--- config.mk ---
export PLATFORM = sky130hd
export DESIGN_NAME = playback_sequencer_flat
export DESIGN_NICKNAME = d
export VERILOG_FILES = /design/src/rtl/playback_sequencer_if.sv /design/src/rtl/playback_sequencer.sv /design/src/flat_wrapper.sv
export SDC_FILE = /design/constraint.sdc
export NUM_CORES = 1
export LEC_CHECK = 0
export CORE_ASPECT_RATIO = 1.4
export CORE_UTILIZATION = 40
export CTS_BUF_LIST = sky130_fd_sc_hd__clkbuf_8 sky130_fd_sc_hd__clkbuf_16
export DETAILED_ROUTE_END_ITERATION = 6
export PLACE_DENSITY = 0.61
export SLEW_MARGIN = 20
export SYNTH_ARGS = -nofsm -noshare
export SYNTH_HDL_FRONTEND = slang
export SYNTH_SLANG_ARGS = --single-unit
--- constraint.sdc ---
create_clock -name clk -period 7.63 [get_ports clk]
set_input_delay 1.526 -clock clk [delete_from_list [all_inputs] [get_ports clk]]
set_output_delay 1.526 -clock clk [all_outputs]
set_load 0.02 [all_outputs]
--- src/rtl/playback_sequencer_if.sv ---
// ============================================================================
// Module      : playback_sequencer_if
// Description : Memory-side bus between the playback sequencer and song memory.
// Revision    : 1.0  initial release
// ============================================================================
`default_nettype none

interface playback_sequencer_if #(
  parameter int SEL_W      = 2,
  parameter int DATA_WIDTH = 8
);
  logic [SEL_W-1:0]      mem_select;
  logic                  mem_read_en;
  logic                  mem_read_rst;
  logic [DATA_WIDTH-1:0] mem_data;
  logic                  mem_ready;

  modport master (
    output mem_select, mem_read_en, mem_read_rst,
    input  mem_data, mem_ready
  );

  modport slave (
    input  mem_select, mem_read_en, mem_read_rst,
    output mem_data, mem_ready
  );
endinterface

`default_nettype wire

--- src/rtl/playback_sequencer.sv ---
// ============================================================================
// Module      : playback_sequencer
// Description : Fetches note words from song memory and plays them with timed
//               durations and gaps. Macro SEQ_LOOP_EN replays the song forever.
// Revision    : 1.0  initial release
// ============================================================================
`default_nettype none

module playback_sequencer #(
  parameter int DATA_WIDTH = 8,
  parameter int DUR_W      = 3,
  parameter int SEL_W      = 2,
  parameter int TICK_DIV   = 12500000,
  parameter int GAP_CYC    = 1250000,
  parameter int TIMEOUT    = 16
) (
  input  wire                          clk,
  input  wire                          rst,
  input  wire                          start_i,
  input  wire                          stop_i,
  input  wire                          pause_i,
  input  wire [SEL_W-1:0]              song_sel_i,
  input  wire [SEL_W:0]                song_count_i,
  playback_sequencer_if.master         mem,
  output logic [DATA_WIDTH-DUR_W-1:0]  note_out_o,
  output logic                         note_valid_o,
  output logic                         busy_o,
  output logic                         done_o,
  output logic                         err_o
);

  localparam int NOTE_W  = DATA_WIDTH - DUR_W;
  localparam int DUR_MAX = (2 ** DUR_W) * TICK_DIV;
  localparam int CNT_MAX = (DUR_MAX > GAP_CYC) ? DUR_MAX : GAP_CYC;
  localparam int CNT_W   = $clog2(CNT_MAX + 1);
  localparam int TO_W    = $clog2(TIMEOUT + 1);

  typedef enum logic [2:0] {
    S_IDLE     = 3'd0,
    S_REWIND   = 3'd1,
    S_FETCH    = 3'd2,
    S_WAIT_RDY = 3'd3,
    S_PLAY     = 3'd4,
    S_GAP      = 3'd5,
    S_PAUSED   = 3'd6
  } state_t;

  state_t              state_q, state_d;
  state_t              resume_q, resume_d;
  logic [CNT_W-1:0]    cnt_q, cnt_d;
  logic [TO_W-1:0]     to_q, to_d;
  logic [SEL_W-1:0]    sel_q, sel_d;
  logic [NOTE_W-1:0]   note_q, note_d;
  logic                done_q, done_d;
  logic                err_q, err_d;

  always_ff @(posedge clk) begin
    if (rst) begin
      state_q  <= S_IDLE;
      resume_q <= S_IDLE;
      cnt_q    <= '0;
      to_q     <= '0;
      sel_q    <= '0;
      note_q   <= '0;
      done_q   <= 1'b0;
      err_q    <= 1'b0;
    end else begin
      state_q  <= state_d;
      resume_q <= resume_d;
      cnt_q    <= cnt_d;
      to_q     <= to_d;
      sel_q    <= sel_d;
      note_q   <= note_d;
      done_q   <= done_d;
      err_q    <= err_d;
    end
  end

  always_comb begin
    state_d  = state_q;
    resume_d = resume_q;
    cnt_d    = cnt_q;
    to_d     = to_q;
    sel_d    = sel_q;
    note_d   = note_q;
    done_d   = 1'b0;
    err_d    = 1'b0;

    case (state_q)
      S_IDLE: begin
        if (start_i) begin
          if ({1'b0, song_sel_i} < song_count_i) begin
            sel_d   = song_sel_i;
            state_d = S_REWIND;
          end else begin
            err_d = 1'b1;
          end
        end
      end
      S_REWIND: state_d = S_FETCH;
      S_FETCH: begin
        to_d    = '0;
        state_d = S_WAIT_RDY;
      end
      S_WAIT_RDY: begin
        if (mem.mem_ready) begin
          if (mem.mem_data == '0) begin
            done_d = 1'b1;
`ifdef SEQ_LOOP_EN
            state_d = S_REWIND;
`else
            state_d = S_IDLE;
`endif
          end else begin
            note_d  = mem.mem_data[NOTE_W-1:0];
            cnt_d   = (CNT_W'(mem.mem_data[DATA_WIDTH-1 -: DUR_W]) + CNT_W'(1))
                      * CNT_W'(TICK_DIV);
            state_d = S_PLAY;
          end
        end else if (to_q == TO_W'(TIMEOUT - 1)) begin
          err_d   = 1'b1;
          state_d = S_IDLE;
        end else begin
          to_d = to_q + TO_W'(1);
        end
      end
      S_PLAY, S_GAP: begin
        if (cnt_q == CNT_W'(1)) begin
          if (state_q == S_PLAY && GAP_CYC != 0) begin
            cnt_d   = CNT_W'(GAP_CYC);
            state_d = S_GAP;
          end else begin
            state_d = S_FETCH;
          end
        end else begin
          cnt_d = cnt_q - CNT_W'(1);
        end
        // The pause cycle still counts as played; resume where the count left off.
        if (pause_i) begin
          resume_d = state_d;
          state_d  = S_PAUSED;
        end
      end
      S_PAUSED: begin
        if (pause_i) state_d = resume_q;
      end
      default: state_d = S_IDLE;
    endcase

    if (stop_i) begin
      state_d = S_IDLE;
      done_d  = 1'b0;
      err_d   = 1'b0;
    end
  end

  assign mem.mem_select   = sel_q;
  assign mem.mem_read_rst = (state_q == S_REWIND);
  assign mem.mem_read_en  = (state_q == S_FETCH);
  assign note_out_o       = note_q;
  assign note_valid_o     = (state_q == S_PLAY);
  assign busy_o           = (state_q != S_IDLE);
  assign done_o           = done_q;
  assign err_o            = err_q;

endmodule

`default_nettype wire

--- src/flat_wrapper.sv ---
// flat-port wrapper written by rule: the top's interface ports become plain ports
module playback_sequencer_flat 
#(
  parameter int DATA_WIDTH = 8,
  parameter int DUR_W      = 3,
  parameter int SEL_W      = 2,
  parameter int TICK_DIV   = 12500000,
  parameter int GAP_CYC    = 1250000,
  parameter int TIMEOUT    = 16
)
  (clk, rst, start_i, stop_i, pause_i, song_sel_i, song_count_i, note_out_o, note_valid_o, busy_o, done_o, err_o, mem_mem_select, mem_mem_read_en, mem_mem_read_rst, mem_mem_data, mem_mem_ready);
  playback_sequencer_if #(.SEL_W(SEL_W), .DATA_WIDTH(DATA_WIDTH)) mem_i ();
  input  wire clk;
  input  wire rst;
  input  wire start_i;
  input  wire stop_i;
  input  wire pause_i;
  input  wire [SEL_W-1:0] song_sel_i;
  input  wire [SEL_W:0] song_count_i;
  output logic [DATA_WIDTH-DUR_W-1:0] note_out_o;
  output logic note_valid_o;
  output logic busy_o;
  output logic done_o;
  output logic err_o;
  output wire logic [$bits(mem_i.mem_select)-1:0] mem_mem_select;
  output wire logic [$bits(mem_i.mem_read_en)-1:0] mem_mem_read_en;
  output wire logic [$bits(mem_i.mem_read_rst)-1:0] mem_mem_read_rst;
  input wire logic [$bits(mem_i.mem_data)-1:0] mem_mem_data;
  input wire logic [$bits(mem_i.mem_ready)-1:0] mem_mem_ready;
  assign mem_mem_select = mem_i.mem_select;
  assign mem_mem_read_en = mem_i.mem_read_en;
  assign mem_mem_read_rst = mem_i.mem_read_rst;
  assign mem_i.mem_data = mem_mem_data;
  assign mem_i.mem_ready = mem_mem_ready;
  playback_sequencer #(.DATA_WIDTH(DATA_WIDTH), .DUR_W(DUR_W), .SEL_W(SEL_W), .TICK_DIV(TICK_DIV), .GAP_CYC(GAP_CYC), .TIMEOUT(TIMEOUT)) u_core (.clk(clk), .rst(rst), .start_i(start_i), .stop_i(stop_i), .pause_i(pause_i), .song_sel_i(song_sel_i), .song_count_i(song_count_i), .mem(mem_i), .note_out_o(note_out_o), .note_valid_o(note_valid_o), .busy_o(busy_o), .done_o(done_o), .err_o(err_o));
endmodule
==> results_tabular.tex <==
\begin{tabular}{lr}
\hline
Metric & Value \\
\hline
\multicolumn{2}{l}{\textbf{Final layout}} \\
Final instance area & 4200 µm² \\
Number of standard cells in the layout, taps in and fillers out & 610 \\
Number of antenna cells inserted & 0 \\
Number of fill cells & 923 \\
\# nets final & 556 \\
Area added between synthesis and finish & 14.2\% \\
Layout cells sized above 1 & 5.57\% \\
\multicolumn{2}{l}{\textbf{Synthesis}} \\
Main area contributors after synthesis & dfxtp\_1 26\%, ha\_1 9.2\%, a21oi\_1 6.9\% \\
Number of synthesis warnings & 0 \\
Area of the mapped netlist & 3680 µm² \\
Synthesized Nets & 539 \\
Top-area cell type share of the netlist area & 25.6\% \\
Leading register cell type out of synthesis & dfxtp\_1 \\
Distinct cell type count after synthesis & 60 \\
Sequential fraction of the synthesis area & 25.6\% \\
Post-Syn Area per Cell & 7.59 µm² \\
Proportion of synthesized flip-flops having asynchronous set or reset & 0\% \\
Most area-hungry cell type in the Yosys netlist & dfxtp\_1 \\
Number of cells produced by synthesis & 485 \\
Number of enable flip-flop cells after synthesis & 0 \\
Flop and latch count out of synthesis & 47 \\
\multicolumn{2}{l}{\textbf{Global route}} \\
Total global-route track usage & 22.4\% \\
Global Route met3 Usage & 2.64\% \\
Most crowded layer after global routing & met2 \\
Grt total ovfl & 0 \\
Met2 Usage GRT & 40.9\% \\
Global-route met1 utilization & 25.5\% \\
Initial antenna violation count & 0 \\
Pin count of the biggest net entering global routing & 47 \\
First-pass GRT wire length & 17,200 µm \\
Vias in the first global route & 3,532 \\
\multicolumn{2}{l}{\textbf{Worst setup path}} \\
Crit path cell chain & clkdlybuf4s50\_1 > inv\_1 > ha\_1 > inv\_1 > fa\_1 > fa\_1 > ha\_1 > and3\_1 > a41oi\_1 > nand2\_1 > nor2\_1 > o21ai\_0 > or3\_1 > a31oi\_1 \\
Worst path depth & 14 \\
Startpoint of the worst setup timing path & mem\_mem\_data[5] \\
Slowest cell on crit path & clkdlybuf4s50\_1 \\
Category of the worst setup path capture point & flip-flop \\
Number of cells on the worst reg-to-reg path & 7 \\
Setup CP Type & in2reg \\
Buffering stage count on the worst path with inverters included & 3 \\
Peak per-stage delay on the critical path & 0.80 ns \\
Flop2flop setup slack & 4.40 ns \\
Endpoint of the worst setup timing path & u\_core.cnt\_q[26] \\
Worst EP required & 7.85 ns \\
Worst Path Max Fanout & 10 \\
Launch point of the worst reg-to-reg path & u\_core.cnt\_q[18] \\
Crit path DAT & 6.03 ns \\
Endpoint of the most critical register-to-register path & u\_core.cnt\_q[26] \\
Nature of the critical path startpoint & primary input \\
Gate family responsible for the most delay along the worst path & adder cells \\
\multicolumn{2}{l}{\textbf{Pwr}} \\
PD cells & 185 nW/µm² \\
Worst IR drop on VDD & 185 µV \\
Clock Power Share & 33.4\% \\
Sequential cell fraction of total power & 32.2\% \\
Net switching share of the total power & 33.1\% \\
Static leakage & 1.64 nW \\
Cell-internal power & 519 µW \\
Overall power & 775 µW \\
Part of the total power dissipated in combinational logic & 34.4\% \\
NetSw & 257 µW \\
\multicolumn{2}{l}{\textbf{Floorplanning}} \\
Vert. Die Dim & 115 µm \\
Rows & 41 \\
Horizontal die dimension & 83.1 µm \\
Core footprint & 8980 µm² \\
Area of the die & 9590 µm² \\
Number of top-level design ports & 32 \\
Initial cell density of the core & 41.0\% \\
\multicolumn{2}{l}{\textbf{Clock network}} \\
Clk\_lat worst skew & 0.29 ns \\
Clock root buffer & clkbuf\_16 \\
CTS H-tree lvls & 2 \\
Post CTS Setup Buffer Count & 0 \\
CTS Buf Count & 5 \\
Sink Count & 47 \\
Hold buffer count at CTS & 0 \\
TritonCTS clock tree & built \\
Number of instances resized during post-cts repair & 0 \\
Clock transition at the registers of the reported paths & 0.07 ns \\
Max Root-Sink Buffers & 2 \\
\multicolumn{2}{l}{\textbf{STA}} \\
Final setup violation count & 0 \\
Ratio of final minimum period to clock period & 76.1\% \\
Final Hold Fails & 0 \\
Remaining max-slew budget at the tightest pin & 31.2\% \\
Final Slew Violations & 0 \\
Transition time of the tightest slew-check pin & 1.03 ns \\
Setup TNS after final layout & 0 ns \\
Period minus WS final & 5.80 ns \\
Fin Clk Skew & 0.00470 ns \\
Maximum clock frequency & 0.172 GHz \\
Setup repair after global routing missed its margin & false \\
Final setup slack of the worst path & 1.83 ns \\
\multicolumn{2}{l}{\textbf{Place}} \\
Sum of net half-perimeters after detailed placement & 7740 µm \\
Worst slack at placement & 1.54 ns \\
Post-DP Area & 4030 µm² \\
Number of placed instances, taps included & 602 \\
Count of buffers inserted at the top-level ports & 31 \\
Final weighted congestion in routability-driven placement & 0.955 \\
\multicolumn{2}{l}{\textbf{Job}} \\
Max-capacitance violation count & 0 \\
\multicolumn{2}{l}{\textbf{Route}} \\
Vias post-DR & 3,623 \\
Post-route ant nets & 0 \\
Routed vias/inst & 5.94 \\
DR DRC count & 0 \\
DRT Pass-1 Iters & 5 \\
Routed Wire Length & 10,400 µm \\
Routed length per placed instance & 17.1 µm \\
Number of DRC markers after the initial detailed-route iteration & 299 \\
\multicolumn{2}{l}{\textbf{Worst hold path}} \\
Class of the worst hold path & reg2reg \\
\multicolumn{2}{l}{\textbf{Run status}} \\
Status & finished clean \\
\hline
\end{tabular}
cell type report:
| cell class | instances | area, µm² | share of cell area, % |
|---|---|---|---|
| Timing Repair Buffer | 34 | 333 | 7.92 |
| Clock inverter | 2 | 35.0 | 0.834 |
| Inverter | 20 | 75.1 | 1.79 |
| Tap cell | 107 | 134 | 3.19 |
| Clock buffer | 6 | 139 | 3.31 |
| Sequential cell | 47 | 941 | 22.4 |
| Multi-Input combinational cell | 394 | 2540 | 60.6 |
state kept, by name (all words and copies together), names as in the netlist:
name,count
u_core.state_q,3
u_core.mem.mem_select,2
u_core.to_q,5
u_core.resume_q,3
u_core.cnt_q,27
u_core.err_o,1
u_core.note_out_o,5
u_core.done_o,1
power by group through the flow:
stage	clock, mW	combinational, mW	sequential (mW)
global route	0.272	0.298	0.250
finish	0.259	0.267	0.250
floorplan	0	0.189	0.255
global placement	0	0.265	0.255
CTS	0.264	0.265	0.250
detailed placement	0	0.264	0.255
synth_stat cells (all sizes together) (6+ instances only):
cell type   n
a21oi      51
a22oi       6
buf         7
clkbuf     17
dfxtp      47
fa          8
ha         27
inv        20
nand2      44
nand2b     11
nand3      11
nand4       7
nor2       59
nor2b       6
nor3       25
nor4        9
o21ai      33
o22ai       7
xnor2       6
xor2       13
tightest hold or removal path: cells and delay by family (launching register included):
kind	cells	cell delay [ns]
AND/OR/NAND/NOR	1	0.05
AO/OA/AOI/OAI	1	0.05
flip-flops	1	0.31
how the worst min path moves through the flow:
stage	depth (start not counted)	slack, ns	end	from
detailed placement	2	0.45	u_core.note_out_o[4]	u_core.note_out_o[4]
global placement	2	0.44	u_core.note_out_o[4]	u_core.note_out_o[4]
CTS	2	0.46	u_core.note_out_o[4]	u_core.note_out_o[4]
floorplan	2	0.45	u_core.resume_q[1]	u_core.resume_q[1]
finish	2	0.45	u_core.note_out_o[0]	u_core.note_out_o[0]
global route	2	0.48	u_core.note_out_o[0]	u_core.note_out_o[0]
kinds of logic after synthesis:
| kind of cell | synth area share [%] |
|---|---|
| AND/OR/NAND/NOR | 27.9 |
| AO/OA/AOI/OAI | 22.6 |
| flip-flops | 25.6 |
| buffers and inverters | 5.37 |
| adder cells (fa/ha/maj) | 13.5 |
| XOR/XNOR | 4.52 |
| multiplexers | 0.544 |
through the flow:
stage	util, %	hold slack, ns
finish	46.8	0.455
global route	46.8	0.475
CTS	46.8	0.457
detailed placement	44.9	0.448
global placement	44.9	0.442
floorplan	-	0.448
layer usage:
| layer | vias up | share of wire (%) |
|---|---|---|
| met1 | 1701 | 41 |
| met2 | 108 | 51 |
| met5 | - | 0 |
| met3 | 29 | 3.3 |
| met4 | 0 | 4.1 |
| li1 | 1785 | - |
placed cells by master, fill, tap and decap left out, drive strengths merged, types with 7 or more instances in the layout:
cell type | netlist | final
fa | 8 | 8
nor3 | 25 | 25
nand2 | 44 | 44
o21ai | 33 | 33
nand2b | 11 | 11
nand3 | 11 | 11
nor2 | 59 | 59
clkdlybuf4s50 | 0 | 31
xor2 | 13 | 13
a21oi | 51 | 51
nor4 | 9 | 9
dfxtp | 47 | 47
inv | 20 | 20
o22ai | 7 | 7
nand4 | 7 | 7
ha | 27 | 27
Power figures use the tool's default switching activity.
